### config.mk
export PLATFORM = sky130hd
export DESIGN_NAME = pixel_plotter_flat
export DESIGN_NICKNAME = d
export VERILOG_FILES = /design/src/rtl/sketch_pkg.sv /design/src/rtl/pixel_plotter_if.sv /design/src/rtl/pixel_plotter_screen_sweeper.sv /design/src/rtl/pixel_plotter.sv /design/src/flat_wrapper.sv
export SDC_FILE = /design/constraint.sdc
export NUM_CORES = 1
export LEC_CHECK = 0
export ABC_AREA = 1
export BUFFER_PORTS_ARGS = -buffer_cell sky130_fd_sc_hd__clkbuf_2
export CAP_MARGIN = 20
export CORE_AREA = 2 2 83 85
export CTS_CLUSTER_DIAMETER = 60
export DETAILED_ROUTE_END_ITERATION = 8
export DIE_AREA = 0 0 85 87
export GPL_TIMING_DRIVEN = 0
export RECOVER_POWER = 50
export SLEW_MARGIN = 10
export SYNTH_ARGS = -nofsm -noshare
export SYNTH_HDL_FRONTEND = slang
export SYNTH_HIERARCHICAL = 1
export SYNTH_SLANG_ARGS = --single-unit
### constraint.sdc
create_clock -name clk -period 2.3 [get_ports clk]
set_input_delay 0.46 -clock clk [delete_from_list [all_inputs] [get_ports clk]]
set_output_delay 0.46 -clock clk [all_outputs]
set_load 0.03 [all_outputs]
### src/rtl/sketch_pkg.sv
// Shared definitions for the etch-a-sketch blocks: screen geometry,
// colour width and the pixel plotter state encoding.
package sketch_pkg;

   localparam int X_MAX   = 160;
   localparam int Y_MAX   = 120;
   localparam int COLOR_W = 3;

   typedef enum logic [1:0] {
      IDLE  = 2'd0,
      PLOT  = 2'd1,
      CLEAR = 2'd2
   } plot_state_t;

endpackage

### src/rtl/pixel_plotter_if.sv
// Cursor inputs and VGA plot port of the pixel plotter, bundled as one
// interface. The master side supplies the cursor, the slave side (the
// plotter) owns every vga_* signal plus the clear status.
interface pixel_plotter_if #(
   parameter int COLOR_W = sketch_pkg::COLOR_W
);

   logic [7:0]         xpos;
   logic [7:0]         ypos;
   logic               pen_down;
   logic [COLOR_W-1:0] pen_color;
   logic               clear_req;

   logic [7:0]         vga_x;
   logic [6:0]         vga_y;
   logic [COLOR_W-1:0] vga_color;
   logic               vga_plot;
   logic               busy;
   logic               clear_done;

   modport master (
      output xpos, ypos, pen_down, pen_color, clear_req,
      input  vga_x, vga_y, vga_color, vga_plot, busy, clear_done
   );

   modport slave (
      input  xpos, ypos, pen_down, pen_color, clear_req,
      output vga_x, vga_y, vga_color, vga_plot, busy, clear_done
   );

endinterface

### src/rtl/pixel_plotter_screen_sweeper.sv
// Raster counters for full-screen operations: x runs 0..X_MAX-1 as the
// inner loop, y runs 0..Y_MAX-1 as the outer loop. 'last' flags the final
// pixel of the frame so the owner can stop without an extra compare.
module screen_sweeper #(
   parameter int X_MAX = sketch_pkg::X_MAX,
   parameter int Y_MAX = sketch_pkg::Y_MAX
) (
   input  logic       clk,
   input  logic       reset,
   input  logic       start,
   input  logic       step,
   output logic [7:0] x,
   output logic [6:0] y,
   output logic       last
);

   localparam logic [7:0] X_LAST = 8'(X_MAX - 1);
   localparam logic [6:0] Y_LAST = 7'(Y_MAX - 1);

   // Raster counter: start rewinds to the origin, step advances one pixel.
   always_ff @(posedge clk or negedge reset) begin
      if (!reset) begin
         x <= '0;
         y <= '0;
      end else if (start) begin
         x <= '0;
         y <= '0;
      end else if (step) begin
         if (x == X_LAST) begin
            x <= '0;
            y <= (y == Y_LAST) ? '0 : y + 7'd1;
         end else begin
            x <= x + 8'd1;
         end
      end
   end

   assign last = (x == X_LAST) && (y == Y_LAST);

endmodule

### src/rtl/pixel_plotter.sv
// Pixel plotter: turns cursor movement into single-pixel writes on the
// VGA adapter plot port and runs a full-screen clear sweep on request.
module pixel_plotter
   import sketch_pkg::plot_state_t, sketch_pkg::IDLE, sketch_pkg::PLOT, sketch_pkg::CLEAR;
#(
   parameter int                 X_MAX    = sketch_pkg::X_MAX,
   parameter int                 Y_MAX    = sketch_pkg::Y_MAX,
   parameter int                 COLOR_W  = sketch_pkg::COLOR_W,
   parameter logic [COLOR_W-1:0] BG_COLOR = '0
) (
   input  logic            clk,
   input  logic            reset,
   pixel_plotter_if.slave  bus
);

   localparam logic [7:0] X_LIM = 8'(X_MAX);
   localparam logic [7:0] Y_LIM = 8'(Y_MAX);

   plot_state_t        state_q, state_d;

   logic [7:0]         last_x_q;
   logic [7:0]         last_y_q;
   logic               replot_q;

   logic [7:0]         plot_x_q;
   logic [6:0]         plot_y_q;
   logic [COLOR_W-1:0] plot_color_q;

   logic               plot_q;
   logic               busy_q;
   logic               done_q;

   logic               sw_start;
   logic               sw_step;
   logic               sw_last;
   logic [7:0]         sw_x;
   logic [6:0]         sw_y;

   logic               cursor_hit;
   logic               load_cursor;
   logic               plot_d;
   logic               done_d;

   // A cursor plot is due when the pen is down, the position is on screen
   // and it differs from what was last drawn (or a redraw was forced).
   assign cursor_hit = bus.pen_down
                    && (bus.xpos < X_LIM)
                    && (bus.ypos < Y_LIM)
                    && ((bus.xpos != last_x_q) || (bus.ypos != last_y_q) || replot_q);

   screen_sweeper #(
      .X_MAX (X_MAX),
      .Y_MAX (Y_MAX)
   ) u_sweeper (
      .clk   (clk),
      .reset (reset),
      .start (sw_start),
      .step  (sw_step),
      .x     (sw_x),
      .y     (sw_y),
      .last  (sw_last)
   );

   // State register.
   always_ff @(posedge clk or negedge reset) begin
      if (!reset) state_q <= IDLE;
      else        state_q <= state_d;
   end

   // Next state and per-cycle control; a clear request outranks a cursor plot.
   always_comb begin
      state_d     = state_q;
      sw_start    = 1'b0;
      sw_step     = 1'b0;
      load_cursor = 1'b0;
      plot_d      = 1'b0;
      done_d      = 1'b0;
      unique case (state_q)
         IDLE: begin
            if (bus.clear_req) begin
               state_d  = CLEAR;
               sw_start = 1'b1;
               plot_d   = 1'b1;
            end else if (cursor_hit) begin
               state_d     = PLOT;
               load_cursor = 1'b1;
               plot_d      = 1'b1;
            end
         end
         PLOT: begin
            state_d = IDLE;
         end
         CLEAR: begin
            if (sw_last) begin
               state_d = IDLE;
               done_d  = 1'b1;
            end else begin
               sw_step = 1'b1;
               plot_d  = 1'b1;
            end
         end
         default: state_d = IDLE;
      endcase
   end

   // Cursor bookkeeping: remember what was drawn, force a redraw after a clear.
   always_ff @(posedge clk or negedge reset) begin
      if (!reset) begin
         last_x_q     <= '0;
         last_y_q     <= '0;
         replot_q     <= 1'b1;
         plot_x_q     <= '0;
         plot_y_q     <= '0;
         plot_color_q <= '0;
      end else if (load_cursor) begin
         last_x_q     <= bus.xpos;
         last_y_q     <= bus.ypos;
         replot_q     <= 1'b0;
         plot_x_q     <= bus.xpos;
         plot_y_q     <= bus.ypos[6:0];
         plot_color_q <= bus.pen_color;
      end else if (done_d) begin
         replot_q <= 1'b1;
      end
   end

   // Registered strobes and status toward the VGA adapter.
   always_ff @(posedge clk or negedge reset) begin
      if (!reset) begin
         plot_q <= 1'b0;
         busy_q <= 1'b0;
         done_q <= 1'b0;
      end else begin
         plot_q <= plot_d;
         busy_q <= (state_d == CLEAR);
         done_q <= done_d;
      end
   end

   // Coordinates come from the sweeper counters while clearing and from the
   // cursor registers otherwise; both sources and the select are flops, so
   // the values hold for the whole strobe cycle.
   assign bus.vga_x      = busy_q ? sw_x     : plot_x_q;
   assign bus.vga_y      = busy_q ? sw_y     : plot_y_q;
   assign bus.vga_color  = busy_q ? BG_COLOR : plot_color_q;
   assign bus.vga_plot   = plot_q;
   assign bus.busy       = busy_q;
   assign bus.clear_done = done_q;

endmodule

### src/flat_wrapper.sv
// flat-port wrapper written by rule: the top's interface ports become plain ports
module pixel_plotter_flat import sketch_pkg::plot_state_t, sketch_pkg::IDLE, sketch_pkg::PLOT, sketch_pkg::CLEAR;
#(
   parameter int                 X_MAX    = sketch_pkg::X_MAX,
   parameter int                 Y_MAX    = sketch_pkg::Y_MAX,
   parameter int                 COLOR_W  = sketch_pkg::COLOR_W,
   parameter logic [COLOR_W-1:0] BG_COLOR = '0
)
  (clk, reset, bus_xpos, bus_ypos, bus_pen_down, bus_pen_color, bus_clear_req, bus_vga_x, bus_vga_y, bus_vga_color, bus_vga_plot, bus_busy, bus_clear_done);
  pixel_plotter_if #(.COLOR_W(COLOR_W)) bus_i ();
  input  logic clk;
  input  logic reset;
  input wire logic [$bits(bus_i.xpos)-1:0] bus_xpos;
  input wire logic [$bits(bus_i.ypos)-1:0] bus_ypos;
  input wire logic [$bits(bus_i.pen_down)-1:0] bus_pen_down;
  input wire logic [$bits(bus_i.pen_color)-1:0] bus_pen_color;
  input wire logic [$bits(bus_i.clear_req)-1:0] bus_clear_req;
  output wire logic [$bits(bus_i.vga_x)-1:0] bus_vga_x;
  output wire logic [$bits(bus_i.vga_y)-1:0] bus_vga_y;
  output wire logic [$bits(bus_i.vga_color)-1:0] bus_vga_color;
  output wire logic [$bits(bus_i.vga_plot)-1:0] bus_vga_plot;
  output wire logic [$bits(bus_i.busy)-1:0] bus_busy;
  output wire logic [$bits(bus_i.clear_done)-1:0] bus_clear_done;
  assign bus_i.xpos = bus_xpos;
  assign bus_i.ypos = bus_ypos;
  assign bus_i.pen_down = bus_pen_down;
  assign bus_i.pen_color = bus_pen_color;
  assign bus_i.clear_req = bus_clear_req;
  assign bus_vga_x = bus_i.vga_x;
  assign bus_vga_y = bus_i.vga_y;
  assign bus_vga_color = bus_i.vga_color;
  assign bus_vga_plot = bus_i.vga_plot;
  assign bus_busy = bus_i.busy;
  assign bus_clear_done = bus_i.clear_done;
  pixel_plotter #(.X_MAX(X_MAX), .Y_MAX(Y_MAX), .COLOR_W(COLOR_W), .BG_COLOR(BG_COLOR)) u_core (.clk(clk), .reset(reset), .bus(bus_i));
endmodule
==> flow_metrics.tcl <==
set metrics [dict create \
    arrival_ns 2.30 \
    synth.avg_cell_area_um2 7.380 \
    syn_to_final_growth_pct 16.75 \
    io_pins 44 \
    ys_types 37 \
    grt_pass1_wl_mm 10.25 \
    root_buffer "clkbuf_8" \
    grt_use_total_pct 17.64 \
    num_vias 2225 \
    grt_max_degree 41 \
    cts_sinks 40 \
    min_path_type "in -> async" \
    r2r_slack_ns 0.21 \
    reg2reg_from "u_core/u_sweeper/x[0]" \
    rows 30 \
    multi_input_area_um2 1205 \
    synth.top_cells.by_count "nand2_1, inv_1, dfrtp_1, nor2_1, nand4_1" \
    grt_pass1_vias 2126 \
    routed_wl_mm 6.155 \
    hold_viol 0 \
    p_leak_nw 1.566 \
    die_w_um 85 \
    antenna_found_initial 0 \
    period_share_pct 90.68 \
    syn_nets 360 \
    p_per_area_nw_per_um2 1125 \
    drtPass1Iterations 4 \
    cpPeakStageDelay_ns 0.45 \
    insertion_delay_ns 0.29 \
    cts.reportedPaths.clkPinSlew_ns 0.08 \
    crit_buf_inv 2 \
    dieHeight_um 87 \
    period_minus_slack_ns 2.086 \
    ys.flop_type "dfrtp_1" \
    drive_above_1_share_pct 22.28 \
    cp_max_fo 10 \
    final_area_um2 2887 \
    htreeDepth 2 \
    drtIter0Drc 148 \
    r2r_cells 12 \
    timing.fmax_mhz 479.5 \
    ir_worst_vdd_mv 0.7146 \
    antenna_cells_inserted 0 \
    routabilityCongestion 0.8106 \
    crit_slowest_cell "dfrtp_1" \
    required_ns 2.51 \
    post-synth-top-area-cell "dfrtp_1" \
    final_nets 410 \
    worst_pin_slew_ns 1.374 \
    maxCapViolCount 0 \
    slew_violations 0 \
    cts_buffers 5 \
    outcome "completed" \
    synth_area_um2 2472 \
    drc_errors 0 \
    wire_per_inst_um 13.21 \
    worstSetupStartpointType "flip-flop" \
    postRouteAntennaNets 0 \
    r2r-end "u_core/u_sweeper/x[4]" \
    path_class "reg -> reg" \
    yosysWarnings 6 \
    yosysTopAreaCellShare_pct 39.47 \
    initial_core_util_pct 37.64 \
    seq_area_um2 1003 \
    clock_path_buffers 2 \
    fin_skew_ns 0.006616 \
    setup_viol 0 \
    cp-end-kind "flip-flop" \
    yosysMostFrequentCell "nand2_1" \
    worstPathCellList "ha_1, nand2_1, nor2_4, nand2_4, nor2_2, nor2_1, inv_2, nand2_4, buf_4, and3_1, nand2_1, a21oi_1" \
    cp_top_family "simple AND/OR/NAND/NOR gates" \
    io_buffers 43 \
    synthCells 335 \
    vias_per_cell 4.775 \
    place_area_um2 2788 \
    dieArea_um2 7395 \
    slew_headroom_pct 8.262 \
    async_flop_share_pct 100.0 \
    gr-total-overflow 0 \
    total_power_mw 3.248 \
    ctsHoldBuffers 0 \
    utilization_pct 43.94 \
    dp_hpwl_mm 4.689 \
    synth_edf_count 0 \
    ys_ff_latch 40 \
    ys_seq_area_share_pct 40.54 \
    synth_area_leaders "dfrtp_1, nand2_1, inv_1" \
    core_area_um2 6569 \
    cts_tree "built" \
    n_fill_cell 676 \
]
per-layer routing:
| layer | routed length (um) | GRT usage [%] |
|---|---|---|
| met4 | 70 | 4.762 |
| met1 | 2922 | 23.59 |
| met3 | 273 | 3.697 |
| met5 | 0 | 0 |
| met2 | 2889 | 29.12 |
repair_timing:
item	4_1_cts	5_1_grt
endpoints found under the setup margin	13	8
resized for setup	1	6
buffers inserted	0	0
cell usage in the layout (no fill, tap or decap), types with 2 or more instances in the layout:
| cell | count |
|---|---|
| clkbuf_2 | 41 |
| buf_2 | 4 |
| buf_6 | 4 |
| nand4_1 | 21 |
| nor2_1 | 24 |
| o21ai_2 | 3 |
| clkinv_2 | 2 |
| nand3_1 | 12 |
| xnor2_1 | 4 |
| inv_1 | 43 |
| o21ai_0 | 15 |
| nor2_2 | 2 |
| a21oi_1 | 5 |
| nand2_4 | 4 |
| dfrtp_1 | 38 |
| mux2_2 | 5 |
| o22ai_1 | 2 |
| clkbuf_8 | 6 |
| nand2_1 | 118 |
| buf_4 | 2 |
| or2_2 | 2 |
| xor2_1 | 4 |
| clkbuf_1 | 4 |
| inv_2 | 3 |
cell families (layout without fill, tap and decap cells):
| logic type | after synthesis | count (layout) | synth area share [%] |
|---|---|---|---|
| and+or+nand+nor | 191 | 191 | 35.02 |
| buffers and inverters | 59 | 110 | 10.93 |
| DFF | 40 | 40 | 40.54 |
| AOI/OAI and AO/OA | 30 | 30 | 7.389 |
| xor gates and xnor gates | 8 | 8 | 2.834 |
| muxes | 5 | 5 | 2.277 |
| adders and majority gates | 2 | 2 | 1.012 |
layout make-up:
cell class | instances | share of cell area, %
buffer | 12 | 3.078
clock buffer | 6 | 2.861
clock inverter | 2 | 0.3468
inverter | 46 | 5.982
multi-input combinational | 236 | 41.74
sequential | 40 | 34.76
tap | 80 | 3.468
timing repair buffer | 44 | 7.759
sequential cells by signal, indices dropped and copies added (netlist names):
signal,cells
u_core/last_y_q,8
u_core/plot_x_q,8
u_core/u_sweeper/x,8
u_core/u_sweeper/y,7
u_core/plot_color_q,3
u_core/state_q,2
u_core/bus.busy,1
u_core/bus.clear_done,1
u_core/bus.vga_plot,1
u_core/replot_q,1
metrics by stage:
step	hold slack (ns)	std cells	worst slack, ns	TNS (ns)
after floorplan	0.1644	335	0.2160	0
after global placement	0.4546	458	0.1347	0
after detailed placement	0.4579	458	0.1147	0
after CTS	0.3739	465	0.08981	0
after global routing	0.1680	466	-0.007186	-0.007186
final	0.1248	466	0.2144	0
power breakdown:
| group | internal (mW) | switching, mW | leakage, nW | total [mW] |
|---|---|---|---|---|
| logic | 0.535 | 0.992 | 1.00 | 1.53 |
| registers | 0.962 | 0.262 | 0.515 | 1.22 |
| clock network | 0.240 | 0.257 | 0.0510 | 0.497 |
| total | 1.74 | 1.51 | 1.57 | 3.25 |
worst max path at each step:
stage                     startpoint                    end  slack, ns  depth (start not counted)
2_1_floorplan        u_core/bus.busy           bus_vga_x[3]       0.22                          3
3_3_place_gp   u_core/u_sweeper/x[0]  u_core/u_sweeper/x[2]       0.13                         11
3_5_place_dp   u_core/u_sweeper/x[0]  u_core/u_sweeper/x[4]       0.11                         12
4_1_cts        u_core/u_sweeper/x[0]  u_core/u_sweeper/x[4]       0.09                         12
5_1_grt        u_core/u_sweeper/y[1]  u_core/u_sweeper/x[3]     -0.007                         12
6_report       u_core/u_sweeper/x[0]  u_core/u_sweeper/x[4]       0.21                         12
(Power assumes the default switching activity.)
